`src/rtl/dbd_timing_pkg.sv`:
```
// Shared timing constants, count widths and FSM state type for the dynamic-backlight
// position path.
package dbd_timing_pkg;

  localparam int unsigned H_ACTIVE = 1920;  // active pixels per line
  localparam int unsigned BLOCK_W  = 80;    // pixels per horizontal backlight block
  localparam int unsigned N_BLOCKS = 24;    // blocks per line
  localparam int unsigned V_ACTIVE = 1080;  // active lines per frame

  localparam int unsigned HCNT_W = 12;  // pixel index width
  localparam int unsigned HBLK_W = 5;   // block index width
  localparam int unsigned DUTY_W = 7;   // position-within-block width
  localparam int unsigned VCNT_W = 12;  // line index width
  localparam int unsigned LEN_W  = 13;  // raw line length, wide enough to see overlong lines

  typedef enum logic [1:0] {
    StIdle,
    StActive,
    StOverrun,
    StWaitVsClr
  } state_e;

endpackage

```
`src/rtl/edge_det.sv`:
```
// Rise/fall detector against a registered copy of the input.
//   clk_i, rst_ni : clock, asynchronous active-low reset
//   d_i           : input level
//   rise_o/fall_o : edge of d_i relative to the previous sampled value
// ResetVal sets the assumed previous level after reset; 1 suppresses a false rise
// for an input that is already high when reset is released.
module edge_det #(
  parameter logic ResetVal = 1'b0
) (
  input  logic clk_i,
  input  logic rst_ni,
  input  logic d_i,
  output logic rise_o,
  output logic fall_o
);

  logic d_q;

  always_ff @(posedge clk_i or negedge rst_ni) begin
    if (!rst_ni) begin
      d_q <= ResetVal;
    end else begin
      d_q <= d_i;
    end
  end

  assign rise_o = d_i & ~d_q;
  assign fall_o = ~d_i & d_q;

endmodule

```
`src/rtl/h_block_counter.sv`:
```
// Active-area position generator for the per-block backlight duty decoder.
//   iODCK, iRST_N        : pixel clock, asynchronous active-low reset
//   iDE, iVS             : panel data enable and vertical sync
//   oDE                  : line-valid, aligned with all count outputs
//   oH_Count/oH_Block/oH_Block_Duty_Count : pixel, block and in-block position
//   oBlock_Start/oLine_Start/oLine_End    : one-cycle markers
//   oV_Count, oFrame_Start                : line index and frame marker
//   oLen_Err             : line length differed from H_ACTIVE (with oLine_End)
// All outputs are registered.
module h_block_counter
  import dbd_timing_pkg::*;
(
  input  logic              iODCK,
  input  logic              iRST_N,
  input  logic              iDE,
  input  logic              iVS,
  output logic              oDE,
  output logic [HCNT_W-1:0] oH_Count,
  output logic [HBLK_W-1:0] oH_Block,
  output logic [DUTY_W-1:0] oH_Block_Duty_Count,
  output logic              oBlock_Start,
  output logic              oLine_Start,
  output logic              oLine_End,
  output logic [VCNT_W-1:0] oV_Count,
  output logic              oFrame_Start,
  output logic              oLen_Err
);

  localparam logic [HCNT_W-1:0] HMax    = HCNT_W'(H_ACTIVE - 1);
  localparam logic [DUTY_W-1:0] DutyMax = DUTY_W'(BLOCK_W - 1);
  localparam logic [VCNT_W-1:0] VMax    = VCNT_W'(V_ACTIVE - 1);
  localparam logic [LEN_W-1:0]  LenNom  = LEN_W'(H_ACTIVE);

  if (H_ACTIVE != BLOCK_W * N_BLOCKS) begin : gen_geom_check
    $error("H_ACTIVE must equal BLOCK_W * N_BLOCKS");
  end

  state_e           state_q;
  logic [LEN_W-1:0] len_q;
  logic             first_q;  // first clock after reset release
  logic             de_rise, de_fall, vs_rise, vs_fall;

  // Previous level assumed high: DE or VS already asserted at reset release is not an edge.
  edge_det #(.ResetVal(1'b1)) u_de_edge (
    .clk_i  (iODCK),
    .rst_ni (iRST_N),
    .d_i    (iDE),
    .rise_o (de_rise),
    .fall_o (de_fall)
  );

  edge_det #(.ResetVal(1'b1)) u_vs_edge (
    .clk_i  (iODCK),
    .rst_ni (iRST_N),
    .d_i    (iVS),
    .rise_o (vs_rise),
    .fall_o (vs_fall)
  );

  always_ff @(posedge iODCK or negedge iRST_N) begin
    if (!iRST_N) begin
      state_q             <= StIdle;
      len_q               <= '0;
      first_q             <= 1'b1;
      oDE                 <= 1'b0;
      oH_Count            <= '0;
      oH_Block            <= '0;
      oH_Block_Duty_Count <= '0;
      oBlock_Start        <= 1'b0;
      oLine_Start         <= 1'b0;
      oLine_End           <= 1'b0;
      oV_Count            <= '0;
      oFrame_Start        <= 1'b0;
      oLen_Err            <= 1'b0;
    end else begin
      first_q      <= 1'b0;
      oBlock_Start <= 1'b0;
      oLine_Start  <= 1'b0;
      oLine_End    <= 1'b0;
      oLen_Err     <= 1'b0;
      oFrame_Start <= vs_rise;
      // Frame restart is independent of the horizontal state; a line in flight keeps counting.
      if (vs_rise) begin
        oV_Count <= '0;
      end

      unique case (state_q)
        StIdle: begin
          if (first_q && iVS) begin
            state_q <= StWaitVsClr;
          end else if (de_rise) begin
            state_q             <= StActive;
            oDE                 <= 1'b1;
            oH_Count            <= '0;
            oH_Block            <= '0;
            oH_Block_Duty_Count <= '0;
            oLine_Start         <= 1'b1;
            oBlock_Start        <= 1'b1;
            len_q               <= LEN_W'(1);
          end
        end

        StWaitVsClr: begin
          if (vs_fall) begin
            state_q <= StIdle;
          end
        end

        StActive, StOverrun: begin
          if (de_fall) begin
            state_q             <= StIdle;
            oDE                 <= 1'b0;
            oH_Count            <= '0;
            oH_Block            <= '0;
            oH_Block_Duty_Count <= '0;
            oLine_End           <= 1'b1;
            oLen_Err            <= (len_q != LenNom);
            if (!vs_rise && (oV_Count != VMax)) begin
              oV_Count <= oV_Count + 1'b1;
            end
          end else begin
            len_q <= len_q + 1'b1;
            if ((state_q == StOverrun) || (oH_Count == HMax)) begin
              // Counts already sit at their last legal values; hold them.
              state_q <= StOverrun;
            end else begin
              oH_Count <= oH_Count + 1'b1;
              if (oH_Block_Duty_Count == DutyMax) begin
                oH_Block_Duty_Count <= '0;
                oH_Block            <= oH_Block + 1'b1;
                oBlock_Start        <= 1'b1;
              end else begin
                oH_Block_Duty_Count <= oH_Block_Duty_Count + 1'b1;
              end
            end
          end
        end

        default: state_q <= StIdle;
      endcase
    end
  end

endmodule

```
`config.mk`:
```
export PLATFORM = sky130hd
export DESIGN_NAME = h_block_counter
export DESIGN_NICKNAME = d
export VERILOG_FILES = /design/src/rtl/dbd_timing_pkg.sv /design/src/rtl/edge_det.sv /design/src/rtl/h_block_counter.sv
export SDC_FILE = /design/constraint.sdc
export NUM_CORES = 1
export LEC_CHECK = 0
export CAP_MARGIN = 30
export CORE_ASPECT_RATIO = 1.4
export CORE_MARGIN = 2
export CORE_UTILIZATION = 65
export CTS_BUF_LIST = sky130_fd_sc_hd__clkbuf_8 sky130_fd_sc_hd__clkbuf_16
export CTS_CLUSTER_SIZE = 40
export DETAILED_ROUTE_END_ITERATION = 6
export DONT_BUFFER_PORTS = 1
export PLACE_DENSITY = 0.81
export SETUP_SLACK_MARGIN = 0.2
export SYNTH_ARGS = -nofsm -noshare
export SYNTH_HDL_FRONTEND = slang
export SYNTH_SLANG_ARGS = --single-unit
```
`constraint.sdc`:
```
create_clock -name iODCK -period 5.3 [get_ports iODCK]
set_clock_uncertainty 0.1 [all_clocks]
set_input_delay 1.06 -clock iODCK [delete_from_list [all_inputs] [get_ports iODCK]]
set_output_delay 1.06 -clock iODCK [all_outputs]
set_load 0.02 [all_outputs]
```
Word-level counts from Yosys, hierarchy flattened:

Index checks and enable logic that the tools add are counted.

* bits in registers: 60
* bits of input ports: 4
* output and inout port bits: 42
* word-level logic and storage cells: 102

* add/sub/neg operators: 5
* equal/unequal tests: 16
* mux-type cells: 46
* bitwise operators: 8
* reduce and logical (&&, ||, !) cells: 12

Operators with widths (count)
* $mux 12: 8
* $mux 13: 3
* $mux 7: 5
* $pmux 13 s2: 1
* $mux 5: 5
* $add 12x1->12 const B: 2
* $pmux 12 s2: 1
* $pmux 7 s2: 1
* $add 13x1->13 const B: 1
* $mux 1: 13
* $ne 13x11->1 const B: 1
* $eq 12x11->1 const B: 1
* $ne 12x11->1 const B: 1
* $ne 3x3->1 const B: 4
* $reduce_and 4->1: 3
* $mux 2: 5
* $pmux 5 s2: 1
* $ne 2x2->1 const B: 4
* $add 7x1->7 const B: 1
* $eq 7x7->1 const B: 1
* $pmux 2 s3: 1
* $add 5x1->5 const B: 1
* $reduce_and 5->1: 1
* $and 1x1->1: 4
* 12 further kinds: 18

Depth between registers and ports, before layout:

Gate-level depths: netlist of the first run.

* word-level depth: 7
* depth in mapped cells: 8
* gate-level depth less buffers: 8

Hierarchy:

A second synthesis of the first run with hierarchy kept.

* cell total of the unflattened synthesis: 318
* area total of the unflattened synthesis: 3108.0 µm²

By module, submodules not included
* h_block_counter: instances 1, cells an instance 312, area each 3025.4 µm², seq. area each 1452.6 µm²
* edge_det: instances 2, cells an instance 3, area each 41.3 µm², seq. area each 26.3 µm²

Least setup slack after synthesis of the first run:

OpenSTA, ideal clock, no wires.

* path type: input port to flip-flop
* start: input iVS
* end: register oH_Count[11]
* library setup time: 0.078 ns
* arrival: 2.151 ns
* data required time: 5.122 ns
* slack: 2.972 ns
* cell stages on the path: 5
* path buffers: 0
* cells stage by stage: and2_1 o21ai_4 nand3_1 or4_1 a21oi_1

* cells in the longest elaborated chain, start to end: 3

Ends and longest elaborated chain
* start: declaration: RTL line h_block_counter.sv:16 `input logic iVS,`
* $logic_and 1x1->1: RTL line h_block_counter.sv:89 `if (first_q && iVS) begin`
* $ne 2x2->1 (no line)
* $reduce_and 4->1 (no line)
* end signal: assignment: RTL line h_block_counter.sv:127 `oH_Count <= oH_Count + 1'b1;`
* end: declaration: RTL line h_block_counter.sv:18 `output logic [HCNT_W-1:0] oH_Count,`

No other way between the ends.
A chain may end at the register's enable or synchronous reset.

Worst setup path in the final report of the first run:

* start: register oH_Block_Duty_Count[0]
* end: register oH_Block[4]

* cells in the longest elaborated chain, start to end: 3

Ends and longest elaborated chain
* start: declaration: RTL line h_block_counter.sv:20 `output logic [DUTY_W-1:0] oH_Block_Duty_Count,`
* start signal: assignment: RTL line h_block_counter.sv:133 `oH_Block_Duty_Count <= oH_Block_Duty_Count + 1'b1;`
* $eq 7x7->1: RTL line h_block_counter.sv:128 `if (oH_Block_Duty_Count == DutyMax) begin`
* $ne 3x3->1 (no line)
* $reduce_and 5->1 (no line)
* end signal: assignment: RTL line h_block_counter.sv:130 `oH_Block <= oH_Block + 1'b1;`
* end: declaration: RTL line h_block_counter.sv:19 `output logic [HBLK_W-1:0] oH_Block,`

No other way between the ends.

==> results_dict.tcl, run 1 <==
set metrics [dict create \
    status "completed" \
    htree_levels 3 \
    die_area_um2 5510 \
    root_buffer "clkbuf_8" \
    cts_sinks 60 \
    hold_buffers 0 \
    critPathLaunchType "register" \
    grt_pass1_wl_um 10900 \
    synth-compound-area-share_pct 13.0 \
    synth-edff-count 0 \
    cts_made_buffers 9 \
    max_freq_mhz 391 \
    cap_violations 0 \
    synth.area.mux_share_pct 0.665 \
    drtAntennaViolNets 0 \
    fin_tns_setup_ns 0 \
    synth_seq_cells 60 \
    grt_pass1_vias 2374 \
    synthCells 327 \
    slew-limit-headroom_pct 27.4 \
    syn-num-nets 342 \
    via_per_inst 6.15 \
    coreArea_um2 4800 \
    critical_path_required_ns 5.42 \
    tightest_slew_ns 1.09 \
    drc 0 \
    final_util_pct 71.1 \
    rsz0062_at_grt "false" \
    maxSlewViolCount 0 \
    num_antenna_cells 0 \
    routabilityCongestion 0.860 \
    synthArstFlopShare_pct 100 \
    grt.overflow.total 0 \
    hpwl_um 4440 \
    drive_above_1_share_pct 9.52 \
    cts-resized-gates 0 \
    die_y_um 87.0 \
    yosys.area_share.adder_pct 4.30 \
    grt_max_degree 61 \
    grt.total_usage_pct 25.4 \
    start_util_pct 66.6 \
    syn_to_final_growth_pct 6.77 \
    post_cts_buffers 0 \
    crit_arrival_ns 2.68 \
    ir_drop_mv 0.343 \
    clockBufferDepth 2 \
    antenna_found_initial 0 \
    cts_tree "done" \
    avgSynthCellArea_um2 9.78 \
    hp-class "in2async" \
    crit_fanout 13 \
    yosys.area_share.simple_pct 25.1 \
    routed_wire_length_per_instance_um 16.2 \
    path_clk_slew_ns 0.06 \
    fin_nets 346 \
    finalNonFillerCells 400 \
    final-hold-violation-count 0 \
    core.rowCount 30 \
    routed_wl_um 6460 \
    synth_xor_xnor_area_share_pct 7.12 \
    vias 2458 \
    synth_top_family_by_area "simple AND/OR/NAND/NOR gates" \
    r2r_slack_ns 2.74 \
    ys.flop_type "dfrtp_1" \
    clkLatencyLatePin_ns 0.34 \
    p_per_area_nw_per_um2 440 \
    min_period_ns 2.56 \
    pin_count 46 \
    finalCritPeriodShare_pct 48.3 \
    p_leak_uw 0.00149 \
    drt_iter0_drc 234 \
    seq_area_frac_synth_pct 47.1 \
    crit_type "reg2reg" \
    dp_cells 384 \
    portBuffers 0 \
    yosysWarnings 0 \
    ys_types 55 \
    synth_area_um2 3200 \
    dieWidth_um 63.3 \
    detail_route.first_pass.iterations 4 \
    cp-end-kind "register" \
    setup_viol 0 \
]
registers in the layout, indices dropped and copies added, names as in the netlist:
signal / count
oV_Count: 12
oLine_End: 1
oFrame_Start: 1
oH_Count: 12
oH_Block: 5
oDE: 1
u_vs_edge.d_q: 1
oBlock_Start: 1
state_q: 2
first_q: 1
u_de_edge.d_q: 1
oLen_Err: 1
oH_Block_Duty_Count: 7
oLine_Start: 1
len_q: 13
Yosys cell counts (3+ instances only):
cell type  instances  area (µm²)
dfrtp_1           57        1430
nor2_1            33         124
nand2_1           22        82.6
o21ai_0           20         100
nand3_1           19        95.1
xnor2_1           18         158
nand4_1           13        81.3
inv_1             12        45.0
a21oi_1           11        55.1
ha_1              11         138
nor3_1            11        55.1
xor2_1             8        70.1
and3_1             7        43.8
nor4_1             6        37.5
o31ai_1            6        45.0
a31oi_1            5        31.3
and2_1             5        31.3
clkbuf_1           5        18.8
nand2b_1           4        25.0
nor2b_1            4        25.0
dfstp_2            3        78.8
nor3b_1            3        22.5
or3_1              3        18.8
where the power goes:
| part | switching (µW) | internal, µW |
|---|---|---|
| registers | 101 | 517 |
| logic | 350 | 182 |
| clock network | 174 | 177 |
| total | 625 | 876 |
kinds of logic (layout without fill, tap and decap cells):
family,count (synthesis),after routing
other cells,1,1
xor+xnor,26,26
compound gates,61,61
mux,2,2
simple gates,146,146
buf+inv,20,29
fa+ha+maj,11,11
flops,60,60
path summary, 6_finish.rpt:
path                                        start  depth (start not counted)             to
max                        oH_Block_Duty_Count[0]                          6    oH_Block[4]
min                                        iRST_N                          0       len_q[2]
max reg2reg                oH_Block_Duty_Count[0]                          6    oH_Block[4]
min reg2reg                             len_q[12]                          2      len_q[12]
max in group asynchronous                  iRST_N                          0  u_vs_edge.d_q
min in group iODCK                      len_q[12]                          2      len_q[12]
cells in the final DEF, fill, tap and decap left out, types with 2 or more instances in the layout:
cell	count
and4_1	2
and2_1	5
xor2_1	8
clkinv_2	4
a31oi_1	5
clkbuf_8	10
nor2b_1	4
and3_1	7
a22o_1	2
nor3_1	11
o22ai_1	2
nand3_1	19
xnor2_1	18
nand2b_1	4
nor4_2	2
nand4_1	13
nor3b_1	3
ha_1	11
o31ai_1	6
dfrtp_1	57
nor4b_1	2
nor4_1	6
nand3b_1	2
dfstp_2	3
a21oi_1	11
nor2_1	33
or4_1	2
nand2_1	22
or3_1	3
inv_1	13
o21ai_0	20
a41oi_1	2
critical path: stages (launching register included):
cell,delay [ns]
dfrtp_1,0.51
ha_1,0.25
nand3_1,0.13
nor4b_2,0.95
a41oi_1,0.21
o21ai_0,0.20
o31ai_1,0.09
stage by stage:
step	hold WS (ns)	setup WS (ns)	cell area, µm²	power (µW)
detailed placement	0.464	2.60	3250	1160
global placement	0.437	2.64	3240	1140
CTS	0.297	2.74	3410	1520
global route	0.298	2.46	3410	1600
floorplan	0.411	2.97	3200	1050
finish	0.311	2.74	3410	1500
cell type report:
type / instances / area [µm²]
timing repair buffer: 1 / 7.51
sequential: 60 / 1510
inverter: 12 / 45.0
fill: 380 / 1390
clock inverter: 6 / 31.3
tap: 64 / 80.1
multi-input combinational: 247 / 1610
clock buffer: 10 / 138
per-layer routing:
metal | routed length, µm | GRT usage [%] | vias to the layer above | part of all wire [%]
li1 | - | - | 1193 | -
met5 | 0 | 0 | - | 0
met4 | 150 | 14.4 | 0 | 2.3
met2 | 3390 | 42.0 | 71 | 52
met1 | 2550 | 29.7 | 1181 | 39
met3 | 371 | 7.50 | 13 | 5.7
Note: power is estimated with default switching activity, not from simulation.
==> inputs of run 2 (changes only) <==
--- a/config.mk
+++ b/config.mk
@@ -8,12 +8,12 @@
 export CAP_MARGIN = 30
 export CORE_ASPECT_RATIO = 1.4
 export CORE_MARGIN = 2
-export CORE_UTILIZATION = 65
+export CORE_UTILIZATION = 63
 export CTS_BUF_LIST = sky130_fd_sc_hd__clkbuf_8 sky130_fd_sc_hd__clkbuf_16
 export CTS_CLUSTER_SIZE = 40
 export DETAILED_ROUTE_END_ITERATION = 6
 export DONT_BUFFER_PORTS = 1
-export PLACE_DENSITY = 0.81
+export PLACE_DENSITY = 0.79
 export SETUP_SLACK_MARGIN = 0.2
 export SYNTH_ARGS = -nofsm -noshare
 export SYNTH_HDL_FRONTEND = slang
==> constraint.sdc (replaced) <==
create_clock -name iODCK -period 2.42 [get_ports iODCK]
set_clock_uncertainty 0.1 [all_clocks]
set_input_delay 0.484 -clock iODCK [delete_from_list [all_inputs] [get_ports iODCK]]
set_output_delay 0.484 -clock iODCK [all_outputs]
set_load 0.02 [all_outputs]
==> results_dict.tcl, run 2 (synthesis results as in run 1) <==
set metrics [dict create \
    status "completed" \
    p_leak_uw 0.00167 \
    drt_iter0_drc 137 \
    finalCritPeriodShare_pct 89.9 \
    grt_pass1_wl_um 11700 \
    final_cell_mix "57 x dfrtp_1, 33 x nor2_1, 24 x buf_4, 22 x nand2_1, 20 x o21ai_0" \
    num_antenna_cells 0 \
    drive_above_1_share_pct 17.5 \
    maxSlewViolCount 0 \
    syn_to_final_growth_pct 16.3 \
    coreArea_um2 4880 \
    slowest_delay_ns 0.40 \
    fin_nets 371 \
    power_frac_seq_pct 35.7 \
    htree_levels 3 \
    start_util_pct 65.5 \
    ir_drop_mv 0.921 \
    p_per_area_nw_per_um2 987 \
    setup_ws_ns 0.245 \
    crit_type "reg2reg" \
    final_common_cell "dfrtp_1" \
    p_sw_uw 1470 \
    clkLatencyLatePin_ns 0.34 \
    slew-limit-headroom_pct 59.3 \
    cp-end-kind "register" \
    grt.total_usage_pct 26.5 \
    die_y_um 88.3 \
    cap_violations 0 \
    drc 0 \
    portBuffers 0 \
    critPathBufInv 2 \
    root_buffer "clkbuf_8" \
    clock_power_share_pct 24.9 \
    vias 2606 \
    finalNonFillerCells 425 \
    routed_wl_um 7210 \
    critPathLaunchType "register" \
    routabilityCongestion 0.904 \
    r2r_slack_ns 0.25 \
    cts_tree "done" \
    rr_worst_depth 8 \
    fin_tns_setup_ns 0 \
    crit_path_top_delay_cell "dfrtp_1" \
    rr_startpoint "state_q[1]" \
    routed_wire_length_per_instance_um 17.0 \
    dp_cells 403 \
    rsz0062_at_grt "true" \
    dp_slack_ns 0.182 \
    setup_viol 0 \
    largest_reg_flops 13 \
    critical_path_required_ns 2.53 \
    die_area_um2 5670 \
    worstSetupPathDepth 8 \
    clockBufferDepth 2 \
    hp-class "in2reg" \
    grt_max_degree 61 \
    via_per_inst 6.13 \
    crit_arrival_ns 2.28 \
    path_clk_slew_ns 0.07 \
    cts_made_buffers 9 \
    switching_share_pct 39.9 \
    final_util_pct 76.2 \
    dieWidth_um 64.2 \
    crit_fanout 8 \
    largest_registers "len_q: 13 flops, oH_Count: 12 flops, oV_Count: 12 flops" \
    cts_sinks 60 \
    detail_route.first_pass.iterations 4 \
    core.rowCount 30 \
    grt_pass1_vias 2577 \
    worstPathCellList "inv_1 > ha_4 > nand3b_1 > inv_2 > nand4_1 > nor3_2 > xnor2_1 > nor2_1" \
    antenna_found_initial 0 \
    regMostFlops "len_q" \
    tightest_slew_ns 0.606 \
    internal_power_uw 2200 \
    pwr-share-comb_pct 39.3 \
    final-hold-violation-count 0 \
    pin_count 46 \
    drtAntennaViolNets 0 \
    grt.overflow.total 0 \
    cp-startpoint "state_q[1]" \
    regToRegEndpoint "oV_Count[8]" \
    hpwl_um 4830 \
    crit_family "simple AND/OR/NAND/NOR gates" \
    critPathCapture "oV_Count[8]" \
    max_freq_mhz 460 \
    min_period_ns 2.17 \
]
==> run 2: changes by cell type in the layout (fill, tap and decap cells not counted), sizes merged <==
cell,before,now
bufinv,0,1
clkinv,4,2
buf,1,25
clkbuf,10,11
dlygate4sd3,0,1
==> run 2: per-layer routing <==
metal	global-route usage [%]	vias to the layer above	share of wire, %
met2	48.5	85	52
met4	12.2	0	2.4
li1	-	1239	-
met1	30.0	1264	40
met3	4.83	18	5.4
met5	0	-	0
==> run 2: cell type report <==
class                           count  area [µm²]
Sequential cell                    60        1510
Clock buffer                       11         151
Tap cell                           64        80.1
Inverter                           12        45.0
Timing Repair Buffer               26         218
Multi-Input combinational cell    247        1670
Fill cell                         341        1160
Clock inverter                      5        51.3
==> run 2: power groups by stage <==
stage	sequential (µW)	clock (µW)	combinational, µW
after floorplan	1340	0	954
after global placement	1320	0	1290
after detailed placement	1330	0	1330
after CTS	1310	920	1360
after global routing	1330	961	1590
final	1310	915	1440
==> run 2: repair_timing <==
item | in CTS | in global routing
resized for setup | 1 | 10
hold buffers | 2 | 0
pin swaps | 0 | 2
setup endpoints to repair | 1 | 26
setup buffers | 0 | 4
hold endpoints to repair | 60 | 0
==> run 2: stage by stage <==
step / hold WS [ns] / power, µW / cell area [µm²]
after floorplan: 0.0884 / 2290 / 3200
after global placement: 0.0900 / 2620 / 3390
after detailed placement: 0.0902 / 2660 / 3390
after CTS: 0.0328 / 3600 / 3630
after global routing: 0.0307 / 3880 / 3720
final: 0.0341 / 3670 / 3720
==> run 2: worst min-delay path by stage <==
stage / to / slack (ns) / depth (start not counted) / from
floorplan: len_q[0] / 0.09 / 0 / iRST_N
global placement: len_q[9] / 0.09 / 0 / iRST_N
detailed placement: len_q[9] / 0.09 / 0 / iRST_N
CTS: u_vs_edge.d_q / 0.03 / 0 / iVS
global route: u_vs_edge.d_q / 0.03 / 0 / iVS
finish: u_vs_edge.d_q / 0.03 / 0 / iVS
==> run 2: worst register-to-register path, delay by kind of cell, from the launching register on <==
kind | cells | cell delay (ns)
XOR/XNOR | 1 | 0.16
buffers and inverters | 2 | 0.24
flip-flops | 1 | 0.40
AND/OR/NAND/NOR | 4 | 0.82
adder cells (fa/ha/maj) | 1 | 0.31
